==> src/rtl/uart_tx_fifo.sv <==
// UART transmitter with a small TX FIFO in front of it.
// Frame format (data width, parity, stop bits) and bit period are set by parameters.
module uart_tx_fifo #(
    parameter int CLKS_PER_BIT = 217,
    parameter int DATA_BITS    = 8,
    parameter int PARITY       = 0,
    parameter int STOP_BITS    = 1,
    parameter int FIFO_DEPTH   = 4
) (
    input  logic                          i_CLK,
    input  logic                          i_RESET,
    input  logic                          i_tx_DATA_READY,
    input  logic [DATA_BITS-1:0]          i_tx_DATA,
    output logic                          o_tx_READY,
    output logic                          o_tx_SERIAL,
    output logic                          o_tx_BUSY,
    output logic                          o_tx_DONE,
    output logic                          o_OVERFLOW,
    output logic [$clog2(FIFO_DEPTH):0]   o_FIFO_COUNT
);

    localparam int PW = $clog2(FIFO_DEPTH);
    localparam int CW = $clog2(STOP_BITS * CLKS_PER_BIT);
    localparam int BW = $clog2(DATA_BITS);

    localparam logic [PW:0]   FULL     = (PW + 1)'(FIFO_DEPTH);
    localparam logic [CW-1:0] BIT_END  = CW'(CLKS_PER_BIT - 1);
    localparam logic [CW-1:0] STOP_END = CW'(STOP_BITS * CLKS_PER_BIT - 1);
    localparam logic [BW-1:0] LAST_BIT = BW'(DATA_BITS - 1);

    typedef enum logic [2:0] {
        S_IDLE,
        S_START,
        S_DATA,
        S_PAR,
        S_STOP
    } state_t;

    logic [DATA_BITS-1:0] mem [FIFO_DEPTH];
    logic [PW-1:0]        wr_ptr;
    logic [PW-1:0]        rd_ptr;
    logic [PW:0]          count;
    logic                 overflow;

    state_t               state;
    logic [DATA_BITS-1:0] shift;
    logic                 par_bit;
    logic [CW-1:0]        clk_cnt;
    logic [BW-1:0]        bit_idx;
    logic                 serial;
    logic                 busy;
    logic                 done;

    logic                 push;
    logic                 pop;
    logic [DATA_BITS-1:0] head;

    assign o_tx_READY   = (count != FULL);
    assign push         = i_tx_DATA_READY && o_tx_READY;
    assign pop          = (state == S_IDLE) && (count != '0);
    assign head         = mem[rd_ptr];

    assign o_tx_SERIAL  = serial;
    assign o_tx_BUSY    = busy;
    assign o_tx_DONE    = done;
    assign o_OVERFLOW   = overflow;
    assign o_FIFO_COUNT = count;

    always_ff @(posedge i_CLK) begin
        if (push) begin
            mem[wr_ptr] <= i_tx_DATA;
        end
    end

    // Pointers wrap naturally because the depth is a power of two.
    always_ff @(posedge i_CLK) begin
        if (i_RESET) begin
            wr_ptr   <= '0;
            rd_ptr   <= '0;
            count    <= '0;
            overflow <= 1'b0;
        end else begin
            if (push) begin
                wr_ptr <= wr_ptr + 1'b1;
            end
            if (pop) begin
                rd_ptr <= rd_ptr + 1'b1;
            end
            case ({push, pop})
                2'b10:   count <= count + 1'b1;
                2'b01:   count <= count - 1'b1;
                default: count <= count;
            endcase
            if (i_tx_DATA_READY && !o_tx_READY) begin
                overflow <= 1'b1;
            end
        end
    end

    // Parity is latched at pop time so the shifting register never feeds it.
    always_ff @(posedge i_CLK) begin
        if (i_RESET) begin
            state   <= S_IDLE;
            shift   <= '0;
            par_bit <= 1'b0;
            clk_cnt <= '0;
            bit_idx <= '0;
            serial  <= 1'b1;
            busy    <= 1'b0;
            done    <= 1'b0;
        end else begin
            done <= 1'b0;
            case (state)
                S_IDLE: begin
                    serial  <= 1'b1;
                    clk_cnt <= '0;
                    if (pop) begin
                        shift   <= head;
                        par_bit <= (PARITY == 1) ? ~^head : ^head;
                        serial  <= 1'b0;
                        busy    <= 1'b1;
                        state   <= S_START;
                    end
                end
                S_START: begin
                    if (clk_cnt == BIT_END) begin
                        clk_cnt <= '0;
                        bit_idx <= '0;
                        serial  <= shift[0];
                        shift   <= shift >> 1;
                        state   <= S_DATA;
                    end else begin
                        clk_cnt <= clk_cnt + 1'b1;
                    end
                end
                S_DATA: begin
                    if (clk_cnt == BIT_END) begin
                        clk_cnt <= '0;
                        if (bit_idx == LAST_BIT) begin
                            if (PARITY != 0) begin
                                serial <= par_bit;
                                state  <= S_PAR;
                            end else begin
                                serial <= 1'b1;
                                state  <= S_STOP;
                            end
                        end else begin
                            bit_idx <= bit_idx + 1'b1;
                            serial  <= shift[0];
                            shift   <= shift >> 1;
                        end
                    end else begin
                        clk_cnt <= clk_cnt + 1'b1;
                    end
                end
                S_PAR: begin
                    if (clk_cnt == BIT_END) begin
                        clk_cnt <= '0;
                        serial  <= 1'b1;
                        state   <= S_STOP;
                    end else begin
                        clk_cnt <= clk_cnt + 1'b1;
                    end
                end
                S_STOP: begin
                    serial <= 1'b1;
                    if (clk_cnt == STOP_END) begin
                        clk_cnt <= '0;
                        done    <= 1'b1;
                        busy    <= 1'b0;
                        state   <= S_IDLE;
                    end else begin
                        clk_cnt <= clk_cnt + 1'b1;
                    end
                end
                default: begin
                    serial <= 1'b1;
                    busy   <= 1'b0;
                    state  <= S_IDLE;
                end
            endcase
        end
    end

endmodule

==> config.mk <==
export PLATFORM = sky130hd
export DESIGN_NAME = uart_tx_fifo
export DESIGN_NICKNAME = d
export VERILOG_FILES = /design/src/rtl/uart_tx_fifo.sv
export SDC_FILE = /design/constraint.sdc
export NUM_CORES = 1
export LEC_CHECK = 0
export ABC_AREA = 1
export ABC_CLOCK_PERIOD_IN_PS = 2000
export BUFFER_PORTS_ARGS = -buffer_cell sky130_fd_sc_hd__buf_2
export CAP_MARGIN = 0
export CORE_MARGIN = 2
export CORE_UTILIZATION = 45
export DETAILED_ROUTE_END_ITERATION = 8
export PLACE_DENSITY = 0.59
export SETUP_SLACK_MARGIN = 0.15
export SYNTH_ARGS = -nofsm -noshare
export SYNTH_HDL_FRONTEND = slang
export SYNTH_SLANG_ARGS = --single-unit
==> constraint.sdc <==
create_clock -name i_CLK -period 2 [get_ports i_CLK]
set_input_delay 0.2 -clock i_CLK [delete_from_list [all_inputs] [get_ports i_CLK]]
set_output_delay 0.2 -clock i_CLK [all_outputs]
set_load 0.1 [all_outputs]
==> flow_summary.json <==
{
  "setup.worst_path.start": "state[0]$_SDFFE_PP0P_",
  "crit_slowest_cell": "dfxtp_2",
  "finalNonFillerCells": 522,
  "hold_viol": 0,
  "outcome": "completed",
  "fin_crit_ns": 1.752,
  "holdWs_ns": 0.07685,
  "critPathMaxFanout": 4,
  "postCtsSetupRepairBufs": 0,
  "synth_edf_count": 32,
  "timing.fmax_ghz": 0.5708,
  "crit_buf_inv": 3,
  "synth.most_common_cell": "nand2_1",
  "grt_pass1_vias": 2370,
  "synth_cell_type_count": 30,
  "vdd_ir_drop_max_mv": 0.9792,
  "wl_per_cell_um": 11.67,
  "syn-num-nets": 415,
  "clock_latency_ns": 0.34,
  "synth_area_per_cell_um2": 8.133,
  "grt_max_degree": 19,
  "drive_above_1_share": 0.1878,
  "num_rows": 30,
  "ys_seq_elements": 67,
  "rr_startpoint": "state[0]$_SDFFE_PP0P_",
  "routabilityCongestion": 0.8511,
  "slew_viol_final": 0,
  "internal_power_mw": 3.296,
  "p_sw_mw": 2.366,
  "diodes": 0,
  "cp-end-kind": "register",
  "die_area_um2": 7812,
  "slew_headroom": 0.6737,
  "sw_frac_of_total": 0.4179,
  "dp_hpwl_um": 4298,
  "slowest_delay_ns": 0.35,
  "power.share.sequential": 0.330,
  "syn_inst": 394,
  "grt_pass1_wl_um": 10360,
  "placed_cells": 506,
  "cts_tree": "done",
  "clk_path_buf_depth": 2,
  "hold_buffers": 0,
  "power.leakage_nw": 1.676,
  "core_um2": 6832,
  "overflow": 0,
  "required_ns": 2.22,
  "antenna_found_initial": 1,
  "synthTopCellsByCount": "nand2_1 (104), inv_1 (57), nor2_1 (45), dfxtp_1 (35), edfxtp_1 (32)",
  "htreeDepth": 3,
  "finalNetCount": 442,
  "cts_sinks": 67,
  "fin_crit_sh": 0.8760,
  "cp.arrival_ns": 1.98,
  "holdCritStartpoint": "i_tx_DATA[3]",
  "hold_class": "primary input to register",
  "drcViolationCount": 0,
  "drtAntennaViolNets": 0,
  "clockRootBuffer": "clkbuf_8",
  "clockPowerShare": 0.235,
  "ios": 19,
  "yosysTopAreaCell": "edfxtp_1",
  "cap_violations": 0,
  "initial_core_util": 0.4690,
  "drt_wl_total_um": 6091,
  "setup_viol": 0,
  "die_h_um": 88.39,
  "ys.flop_type": "dfxtp_1",
  "combPwrFrac": 0.435,
  "crit_chain": "nor2_4, nand2_2, inv_2, nand2_2, inv_2, ha_4, inv_2, fa_2, a21oi_2, o21ai_1, o21ai_1, a21oi_1",
  "ys_seq_area_frac": 0.5185,
  "grtUsageTotal": 0.1740,
  "path_clk_slew_ns": 0.08,
  "num_vias": 2462,
  "worst_pin_slew_ns": 0.4928,
  "final_cell_area_um2": 3720,
  "die_w_um": 88.39,
  "drt_first_iter_violations": 80,
  "dr.pass1.iters": 4,
  "ys_top_cells_by_area": "edfxtp_1 (30%), dfxtp_1 (22%), nand2_1 (12%), inv_1 (6.7%), nor2_1 (5.3%)",
  "ys_async_sr_fraction": 0,
  "synth_warnings": 0,
  "netlist_area_um2": 3204,
  "startpoint_type": "register",
  "cp_common_cell": "inv_2",
  "powerDensity_nw_per_um2": 1522,
  "finalSetupTns_ns": 0,
  "clock_skew_ns": 0.008403,
  "placed_area_um2": 3463,
  "worst-setup-path-type": "register to register",
  "rsz0062_at_grt": "yes",
  "numCtsBuffers": 9,
  "cts_resized": 0,
  "vias_per_cell": 4.716,
  "syn2layout_area_growth_pct": 16.09,
  "synth_top_area_frac": 0.2999,
  "path_delay_family": "adder cells",
  "portBuffers": 18
}
==> path summary, 6_finish.rpt <==
check,to,slack (ns),cells after the start
max,o_FIFO_COUNT[2]$_SDFFE_PP0P_,0.25,12
min,mem[3][3]$_DFFE_PP_,0.08,1
max reg2reg,o_FIFO_COUNT[2]$_SDFFE_PP0P_,0.25,12
min reg2reg,o_OVERFLOW$_SDFFE_PP0P_,0.46,2
==> layer usage <==
| metal | part of all wire | vias to the layer above | wire length, um | track usage |
|---|---|---|---|---|
| met1 | 0.47 | 1112 | 2881 | 0.2043 |
| li1 | - | 1294 | - | - |
| met2 | 0.46 | 36 | 2825 | 0.2919 |
| met4 | 0.030 | 2 | 180 | 0.09642 |
| met3 | 0.032 | 18 | 193 | 0.04291 |
| met5 | 0.0018 | - | 11 | 0 |
==> cells in the final DEF, fill, tap and decap left out, types with 3 or more instances in the layout <==
cell / Yosys / final
buf_2: 6 / 18
inv_2: 6 / 9
dfxtp_1: 35 / 30
buf_4: 0 / 8
nor2_1: 45 / 44
nand2_1: 104 / 102
nand3_1: 28 / 27
a21oi_1: 22 / 21
nand3_2: 4 / 4
nor2_2: 5 / 5
o21ai_1: 5 / 7
bufinv_16: 0 / 3
edfxtp_1: 32 / 32
clkbuf_8: 0 / 9
inv_1: 57 / 53
nand2_2: 3 / 4
nand3b_1: 4 / 4
nand3b_2: 3 / 3
o21ai_0: 11 / 9
dfxtp_4: 0 / 3
ha_1: 9 / 8
==> per-stage QoR <==
| step | util | total power [mW] | setup slack [ns] |
|---|---|---|---|
| after global placement | 0.5070 | 4.303 | 0.1820 |
| after CTS | 0.5421 | 5.686 | 0.1584 |
| final | 0.5445 | 5.662 | 0.2481 |
| after global routing | 0.5445 | 6.100 | 0.09882 |
| after detailed placement | 0.5070 | 4.347 | 0.1765 |
| after floorplan | - | 3.852 | -0.09533 |
==> power groups by stage <==
stage | Sequential [mW] | Clock, mW | Combinational (mW)
finish | 1.87 | 1.33 | 2.46
global route | 1.89 | 1.42 | 2.79
CTS | 1.85 | 1.36 | 2.47
detailed placement | 1.88 | 0 | 2.46
global placement | 1.88 | 0 | 2.43
floorplan | 2.16 | 0 | 1.69
==> registers in the layout (all words and copies together), names as in the netlist, 2 cells and up, named ones only <==
name          count
wr_ptr            2
bit_idx           3
mem              32
rd_ptr            2
state             3
clk_cnt           8
shift             8
o_FIFO_COUNT      3
==> layout make-up <==
| type | count | area (um2) |
|---|---|---|
| fill | 665 | 3112 |
| sequential | 67 | 1675 |
| clock inverter | 7 | 116.4 |
| inverter | 64 | 242.7 |
| clock buffer | 9 | 123.9 |
| tap | 96 | 120.1 |
| timing repair buffer | 26 | 150.1 |
| multi-input combinational | 253 | 1291 |
==> kinds of logic after synthesis <==
kind of cell / synth area share
AOI/OAI and AO/OA: 0.06365
DFF: 0.5185
and+or+nand+nor: 0.2827
adders and majority gates: 0.04139
buffers and inverters: 0.09371
Power figures use the tool's default switching activity.
